--- src/rtl/fifo_wr_arb.sv ---
// rtl/fifo_wr_arb.sv - round-robin arbiter sharing one fifo write port among N requesters
// Optional burst locking is enabled by defining FIFO_ARB_BURST_EN.
module fifo_wr_arb #(
  parameter int N      = 4,
  parameter int DWIDTH = 8,
  parameter int BURST  = 4
) (
  input  logic                 clk,
  input  logic                 rst,
  input  logic [N-1:0]         req_i,
  input  logic [N*DWIDTH-1:0]  data_i,
  output logic [N-1:0]         ack_o,
  output logic                 wr_o,
  output logic [DWIDTH-1:0]    wdata_o,
  input  logic                 full_i,
  output logic [$clog2(N)-1:0] owner_o
);

  localparam int            PW   = $clog2(N);
  localparam logic [PW-1:0] LAST = PW'(N - 1);

  // Reject parameter values the arbiter is not built for.
  generate
    if (N < 2 || N > 16 || BURST < 1) begin : g_bad_param
      $error("fifo_wr_arb: N must be 2..16 and BURST must be >= 1");
    end
  endgenerate

  // Wrap-around increment of a requester index.
  function automatic logic [PW-1:0] next_idx(input logic [PW-1:0] k);
    return (k == LAST) ? '0 : k + PW'(1);
  endfunction

  logic [PW-1:0] ptr_q, ptr_d;
  logic [PW-1:0] owner_q, owner_d;
  logic          win_found;
  logic [PW-1:0] win_idx;
  logic          grant_ok;   // some requester is eligible this cycle
  logic [PW-1:0] grant_idx;  // which one
  logic          xfer;       // a word moves on the next edge

  // Find the first active request starting at the priority pointer.
  always_comb begin : p_search
    int            cand;
    logic [PW-1:0] cand_idx;
    win_found = 1'b0;
    win_idx   = '0;
    cand      = 0;
    cand_idx  = '0;
    for (int i = 0; i < N; i++) begin
      cand = int'(ptr_q) + i;
      if (cand >= N) begin
        cand = cand - N;
      end
      cand_idx = PW'(cand);
      if (!win_found && req_i[cand_idx]) begin
        win_found = 1'b1;
        win_idx   = cand_idx;
      end
    end
  end

`ifdef FIFO_ARB_BURST_EN
  localparam int            BW      = $clog2(BURST + 1);
  localparam logic [BW-1:0] BURST_B = BW'(BURST);
  localparam logic [0:0]    ST_ARB  = 1'b0;
  localparam logic [0:0]    ST_LOCK = 1'b1;

  logic [0:0]    state_q, state_d;
  logic [PW-1:0] lock_q, lock_d;
  logic [BW-1:0] beats_q, beats_d;

  // While locked only the burst owner is eligible; otherwise plain round robin.
  always_comb begin
    grant_ok  = win_found;
    grant_idx = win_idx;
    if (state_q == ST_LOCK) begin
      grant_ok  = req_i[lock_q];
      grant_idx = lock_q;
    end
  end
`else
  // Per-word round robin: the search winner is the grant.
  always_comb begin
    grant_ok  = win_found;
    grant_idx = win_idx;
  end
`endif

  assign xfer = grant_ok && !full_i && !rst;

  // One-hot acknowledge and write-data steering for the granted requester.
  always_comb begin
    ack_o   = '0;
    wdata_o = '0;
    if (xfer) begin
      ack_o[grant_idx] = 1'b1;
    end
    for (int k = 0; k < N; k++) begin
      if (ack_o[k]) begin
        wdata_o = wdata_o | data_i[k*DWIDTH +: DWIDTH];
      end
    end
  end

  assign wr_o    = |ack_o;
  assign owner_o = owner_q;

`ifdef FIFO_ARB_BURST_EN
  // Next-state logic: burst lock entry, beat counting and lock release.
  always_comb begin
    ptr_d   = ptr_q;
    owner_d = owner_q;
    state_d = state_q;
    lock_d  = lock_q;
    beats_d = beats_q;
    if (xfer) begin
      owner_d = grant_idx;
    end
    if (state_q == ST_LOCK) begin
      if (!req_i[lock_q]) begin
        // Owner walked away: release without a transfer this cycle.
        state_d = ST_ARB;
        beats_d = '0;
        ptr_d   = next_idx(lock_q);
      end else if (xfer) begin
        if (beats_q + BW'(1) == BURST_B) begin
          state_d = ST_ARB;
          beats_d = '0;
          ptr_d   = next_idx(lock_q);
        end else begin
          beats_d = beats_q + BW'(1);
        end
      end
    end else if (xfer) begin
      if (BURST > 1) begin
        state_d = ST_LOCK;
        lock_d  = grant_idx;
        beats_d = BW'(1);
      end else begin
        ptr_d = next_idx(grant_idx);
      end
    end
  end

  // Arbitration and burst state registers.
  always_ff @(posedge clk) begin
    if (rst) begin
      ptr_q   <= '0;
      owner_q <= '0;
      state_q <= ST_ARB;
      lock_q  <= '0;
      beats_q <= '0;
    end else begin
      ptr_q   <= ptr_d;
      owner_q <= owner_d;
      state_q <= state_d;
      lock_q  <= lock_d;
      beats_q <= beats_d;
    end
  end
`else
  // Next-state logic: pointer moves past the requester that just transferred.
  always_comb begin
    ptr_d   = ptr_q;
    owner_d = owner_q;
    if (xfer) begin
      owner_d = grant_idx;
      ptr_d   = next_idx(grant_idx);
    end
  end

  // Arbitration state registers.
  always_ff @(posedge clk) begin
    if (rst) begin
      ptr_q   <= '0;
      owner_q <= '0;
    end else begin
      ptr_q   <= ptr_d;
      owner_q <= owner_d;
    end
  end
`endif

endmodule

--- config.mk ---
export PLATFORM = sky130hd
export DESIGN_NAME = fifo_wr_arb
export DESIGN_NICKNAME = d
export VERILOG_FILES = /design/src/rtl/fifo_wr_arb.sv
export SDC_FILE = /design/constraint.sdc
export NUM_CORES = 1
export LEC_CHECK = 0
export BUFFER_PORTS_ARGS = -buffer_cell sky130_fd_sc_hd__buf_4
export CORE_UTILIZATION = 25
export DETAILED_ROUTE_END_ITERATION = 8
export PLACE_DENSITY = 0.65
export SYNTH_ARGS = -nofsm -noshare
export SYNTH_HDL_FRONTEND = slang
export SYNTH_SLANG_ARGS = --single-unit
--- constraint.sdc ---
create_clock -name clk -period 4.6 [get_ports clk]
set_input_delay 1.38 -clock clk [delete_from_list [all_inputs] [get_ports clk]]
set_output_delay 1.38 -clock clk [all_outputs]
set_load 0.01 [all_outputs]
---- After elaboration in Yosys (flattened, before gate mapping) ----
Index checks and enable logic that the tools add are counted.
word-level totals
  bits in registers ....................... 4
  latch bits .............................. 0
  bits in writable memories ............... 0
  ROM bits ................................ 0
  output and inout bits ................... 15
  logic and storage cells ................. 64
  memories ................................ 0
cells by class
  $add $sub $neg .......................... 8
  multiply operators ...................... 0
  divide/modulo/power cells ............... 0
  magnitude comparators ................... 10
  equal/unequal tests ..................... 1
  shift operators ......................... 0
  multiplexer cells ....................... 28
  bitwise gates (word level) .............. 3
  reduce and logical (&&, ||, !) cells .... 12
operator list
  operator                                                                             number
  8-bit 2-to-1 mux                                                                     4
  8-bit OR                                                                             3
  2-bit 2-to-1 mux                                                                     9
  2-bit by 3-bit < comparator with 1-bit output, second input constant                 5
  3-bit greater-or-equal comparator, second input constant                             3
  1-bit 2-to-1 mux                                                                     9
  1-bit binary-select mux with 2-bit select                                            4
  2-bit by 1-bit subtractor with 2-bit output, second input constant                   4
  2-bit by 2-bit adder with 3-bit output, second input constant                        2
  1-bit logical AND                                                                    6
  1-bit logical NOT                                                                    5
  4-bit 2-to-1 mux                                                                     1
  4-bit OR reduction                                                                   1
  2-bit by 1-bit adder with 3-bit output, second input constant                        1
  2-bit by 3-bit greater-or-equal comparator with 1-bit output, second input constant  1
  2-bit by 1-bit adder with 2-bit output, second input constant                        1
  1-bit demux with 2-bit select                                                        1
  2-bit equality test, second input constant                                           1
  2-bit by 1-bit greater-or-equal comparator with 1-bit output, second input constant  1

---- Longest topological paths before layout ----
  depth after elaboration ................. 26
  depth in mapped cells ................... 8
  mapped depth without buffers ............ 7

---- Least setup slack after synthesis ----
No wires, ideal clock.
  path type ............................... in2out
  start point ............................. input req_i[2]
  end point ............................... output wr_o
  arrival time ............................ 2.843 ns
  data required time ...................... 3.220 ns
  setup slack ............................. 0.377 ns
  stages .................................. 8
  cell sequence ........................... mux2i_1 > nor2_1 > nor4_1 > inv_1 > ha_1 > buf_1 > nor4_1 > nor2_1
on the way
  longest elaborated chain between the ends .. 18
  elaborated cells on any way between the ends .. 31
  classes of those cells .................. 2 x order compare; 19 x mux; 10 x reduce/logical
ends and longest elaborated chain
  item                                                                                                                                                 RTL line  RTL
  start: declaration                                                                                                                                   10        input logic [N-1:0] req_i,
  1-bit binary-select mux with 2-bit select                                                                                                            56        if (!win_found && req_i[cand_idx]) begin
  1-bit 2-to-1 mux (not written as such)                                                                                                               56
  1-bit 2-to-1 mux                                                                                                                                     56
  1-bit logical NOT                                                                                                                                    56
  1-bit logical AND                                                                                                                                    56
  1-bit 2-to-1 mux                                                                                                                                     56
  1-bit logical NOT                                                                                                                                    56
  1-bit logical AND                                                                                                                                    56
  [3 not listed]                                                                                                                                       n/a
  2-bit 2-to-1 mux *                                                                                                                                   56
  via grant_idx[0]                                                                                                                                     39        logic [PW-1:0] grant_idx;
  2-bit by 3-bit < comparator with 1-bit output (not written as such) or 2-bit by 1-bit greater-or-equal comparator with 1-bit output (tied branches)  97        ack_o[grant_idx] = 1'b1;
  1-bit logical AND (not written as such)                                                                                                              97
  1-bit 2-to-1 mux (not written as such)                                                                                                               97
  1-bit demux with 2-bit select *                                                                                                                      97
  4-bit 2-to-1 mux *                                                                                                                                   96        if (xfer) begin
  4-bit OR reduction *                                                                                                                                 106       assign wr_o = |ack_o;
  end: declaration                                                                                                                                     13        output logic wr_o,
Mark *: on every way through the listed nets, which the timed path passes. The rest lies on a longest branch. The select of a mux whose other input is x is not followed.

---- Worst setup path in the final report ----
  start point ............................. input req_i[2]
  end point ............................... output wdata_o[2]
on the way
  longest elaborated chain between the ends .. 24
  elaborated cells on any way between the ends .. 37
  classes of those cells .................. 2 x order compare; 23 x mux; 3 x bitwise; 9 x reduce/logical
ends and longest elaborated chain
  item                                       RTL line  RTL
  1-bit binary-select mux with 2-bit select  56
  1-bit 2-to-1 mux (not written as such)     56
  1-bit 2-to-1 mux                           56
  1-bit logical NOT                          56
  1-bit logical AND                          56
  1-bit 2-to-1 mux                           56
  1-bit logical NOT                          56
  1-bit logical AND                          56
  [4 not listed]                             n/a
  via grant_idx[0]                           39
  [4 not listed]                             n/a
  4-bit 2-to-1 mux *                         96
  8-bit 2-to-1 mux                           100       if (ack_o[k]) begin
  8-bit OR                                   101       wdata_o = wdata_o | data_i[k*DWIDTH +: DWIDTH];
  8-bit 2-to-1 mux                           100
  8-bit OR                                   101
  8-bit 2-to-1 mux                           100
  8-bit OR                                   101
  8-bit 2-to-1 mux *                         100
  end: declaration                           14        output logic [DWIDTH-1:0] wdata_o,
Marks and branches as above.

==> impl_metrics.ini <==
[clocking]
htreeDepth = 1
cts_hold_buffers = 0
clock_sinks = 4
cts_tree = done
cts_max_path_buffers = 2
ctsRootBufferMaster = clkbuf_4
clock_latency_ns = 0.24
clkTransAtPathRegs_ns = 0.03
numCtsBuffers = 3

[floorplanning]
die_w_um = 49.1
die_h_um = 49.1
coreArea_um2 = 2020
dieArea_um2 = 2410
rows = 16
start_util_pct = 27.4
io_pins = 54

[job]
maxCapViolCount = 0

[logic_synthesis]
synth_cells = 73
synth-xor-area-share_pct = 0
yosys_most_used_dff = dfxtp_1
synth_edf_count = 0
synth_cell_types = 25
netlist_area_um2 = 554
synthSimpleGateAreaFrac_pct = 24.8
avgSynthCellArea_um2 = 7.59
synth_top_family_by_area = compound AO/OA/AOI/OAI gates
syn-num-nets = 116
synth.top_cell.area_share_pct = 21.7
ys_ff_latch = 4
synth_async_sr_flop_share_pct = 0
yosys_warnings = 0
synth_compound_area_share_pct = 43.1
synthAdderAreaFrac_pct = 9.03
ys_seq_area_share_pct = 14.4
synth_top_area_cell = a22oi_1
netlist_top_cells_area = a22oi_1, dfxtp_1, ha_1
yosys-mux-area-fraction_pct = 1.81

[routing]
ant_nets = 0
routed_wl_um = 1910
vias = 771
wl_per_cell_um = 12.5
vias_per_cell = 5.04
drt_first_iter_violations = 15
first_pass_iters = 4
drc = 0

[final_layout]
diodes = 0
fin_nets = 171
fillers = 216
drive_above_1_share_pct = 52.4
register_area_um2 = 80.1
multi_input_area_um2 = 449
synthToLayoutAreaGrowth_pct = 82.2
post_layout_nonfiller_instances = 153

[sta]
finClkSkew_ns = 0.00682
period_needed_ns = 4.39
hold_viol = 0
fin_tns_setup_ns = 0
period_share_pct = 95.5
timing.fmax_mhz = 228
slew_violations = 0
worst_pin_slew_ns = 0.409
rsz0062_at_grt = false
slew-limit-headroom_pct = 72.7
finalSetupViolCount = 0

[power]
irDropWorstVdd_uv = 144
power_density_nw_per_um2 = 201
leakage_nw = 0.472

[place]
routabilityCongestion = 0.748
dp.cells = 150
hpwl_um = 1590
portBuffers = 53

[outcome]
outcome = complete, no violations

[worst_setup_path]
worstPathMaxFanout = 10
cp_slowest_cell = ha_1
critPathKind = in -> out
cp_data_arrival_time_ns = 3.01
max_stage_delay_ns = 0.35
cp_cell_sequence = buf_4, mux2i_1, nor2_1, nor4_2, buf_4, ha_1, a22oi_1, a21oi_1, buf_4
required_ns = 3.22
critPathCaptureType = output pin
crit_top_cell = buf_4
cp-start-kind = input port

[grt]
grt_pass1_vias = 719
grt_max_degree = 11
antenna_found_initial = 0
overflow = 0
grt_usage_pct = 15.8
grt_first_pass_wirelength_um = 2990

[worst_hold_path]
min_path_type = reg -> reg
power breakdown:
part,internal [mW],switching (mW)
sequential,0.0383,0.00354
clock,0.0292,0.0143
combinational,0.0623,0.0554
per-stage QoR:
| step | setup slack (ns) | util (%) | total power [mW] | hold WS (ns) | instance area, um^2 |
|---|---|---|---|---|---|
| final | 0.209 | 49.9 | 0.203 | 0.502 | 1010 |
| after global routing | 0.00760 | 49.9 | 0.221 | 0.529 | 1010 |
| after CTS | 0.132 | 49.3 | 0.204 | 0.509 | 997 |
| after detailed placement | 0.138 | 48.2 | 0.159 | 0.499 | 975 |
| after global placement | 0.203 | 48.2 | 0.156 | 0.495 | 975 |
| after floorplan | 0.377 | - | 0.103 | 0.499 | 554 |
path summary, 6_finish.rpt:
path / slack [ns] / start / endpoint / cells past startpoint
setup / recovery: 0.21 / req_i[2] / wdata_o[2] / 9
hold / removal: 0.50 / owner_o[0]$_SDFFE_PP0N_ / owner_o[0]$_SDFFE_PP0N_ / 2
setup reg to reg: 2.94 / ptr_q[1]$_SDFFE_PP0N_ / ptr_q[1]$_SDFFE_PP0N_ / 7
hold reg to reg: 0.50 / owner_o[0]$_SDFFE_PP0N_ / owner_o[0]$_SDFFE_PP0N_ / 2
cell families (layout without fill, tap and decap cells):
logic type	after synthesis	after routing
compound gates	34	34
fa+ha+maj	4	4
buf+inv	8	61
flops	4	4
mux	1	1
simple gates	22	22
cells in the mapped netlist (2+ instances only):
library cell	n
a21oi_1	9
a21oi_2	3
a22oi_1	16
and2_1	4
buf_1	4
dfxtp_1	4
ha_1	4
inv_1	3
nand2_1	2
nand2b_1	4
nor2_1	4
nor3_1	2
nor4_1	2
area by class of cell:
cell class	count	share of cell area, %
multi-input combinational	61	44.5
timing repair buffer	55	40.9
sequential	4	7.93
tap	27	3.35
clock buffer	3	2.23
inverter	3	1.12
worst max-delay path, delay by kind of cell:
kind,cells,cell delay (ns)
adders and majority gates,1,0.35
muxes,1,0.13
and+or+nand+nor,2,0.39
AOI/OAI and AO/OA,2,0.30
buffers and inverters,3,0.45
sequential cells by signal (all words and copies together) (netlist names):
register and flops:
owner_o 2, ptr_q 2
cell usage in the layout (no fill, tap or decap):
cell type	instances
nand2_1	2
and2_1	4
mux2i_1	1
nor4_4	1
a211oi_1	1
o21ai_0	1
nor4_1	1
nor4_2	1
a21oi_2	3
o32ai_1	1
nor2_1	4
or3_1	1
ha_1	4
nor2_2	1
o21a_1	1
nor3_1	2
clkbuf_4	3
buf_4	55
nand2b_1	4
dfxtp_1	4
inv_1	3
and3b_1	1
o22ai_2	2
a22oi_1	16
a21oi_1	9
layer usage:
metal	wire (um)	share of wire, %	vias up	global-route usage, %
li1	-	-	385	-
met1	809	42	339	17.9
met2	884	46	47	28.1
met3	219	11	0	5.92
met4	0	0	0	2.94
met5	0	0	-	0
timing repair:
item                                    in CTS  in global routing
resized for setup                            0                  2
endpoints found under the hold margin        0                  0
endpoints found under the setup margin       0                  2
setup buffers                                0                  0
No activity file was read; power rests on OpenSTA's default activity.
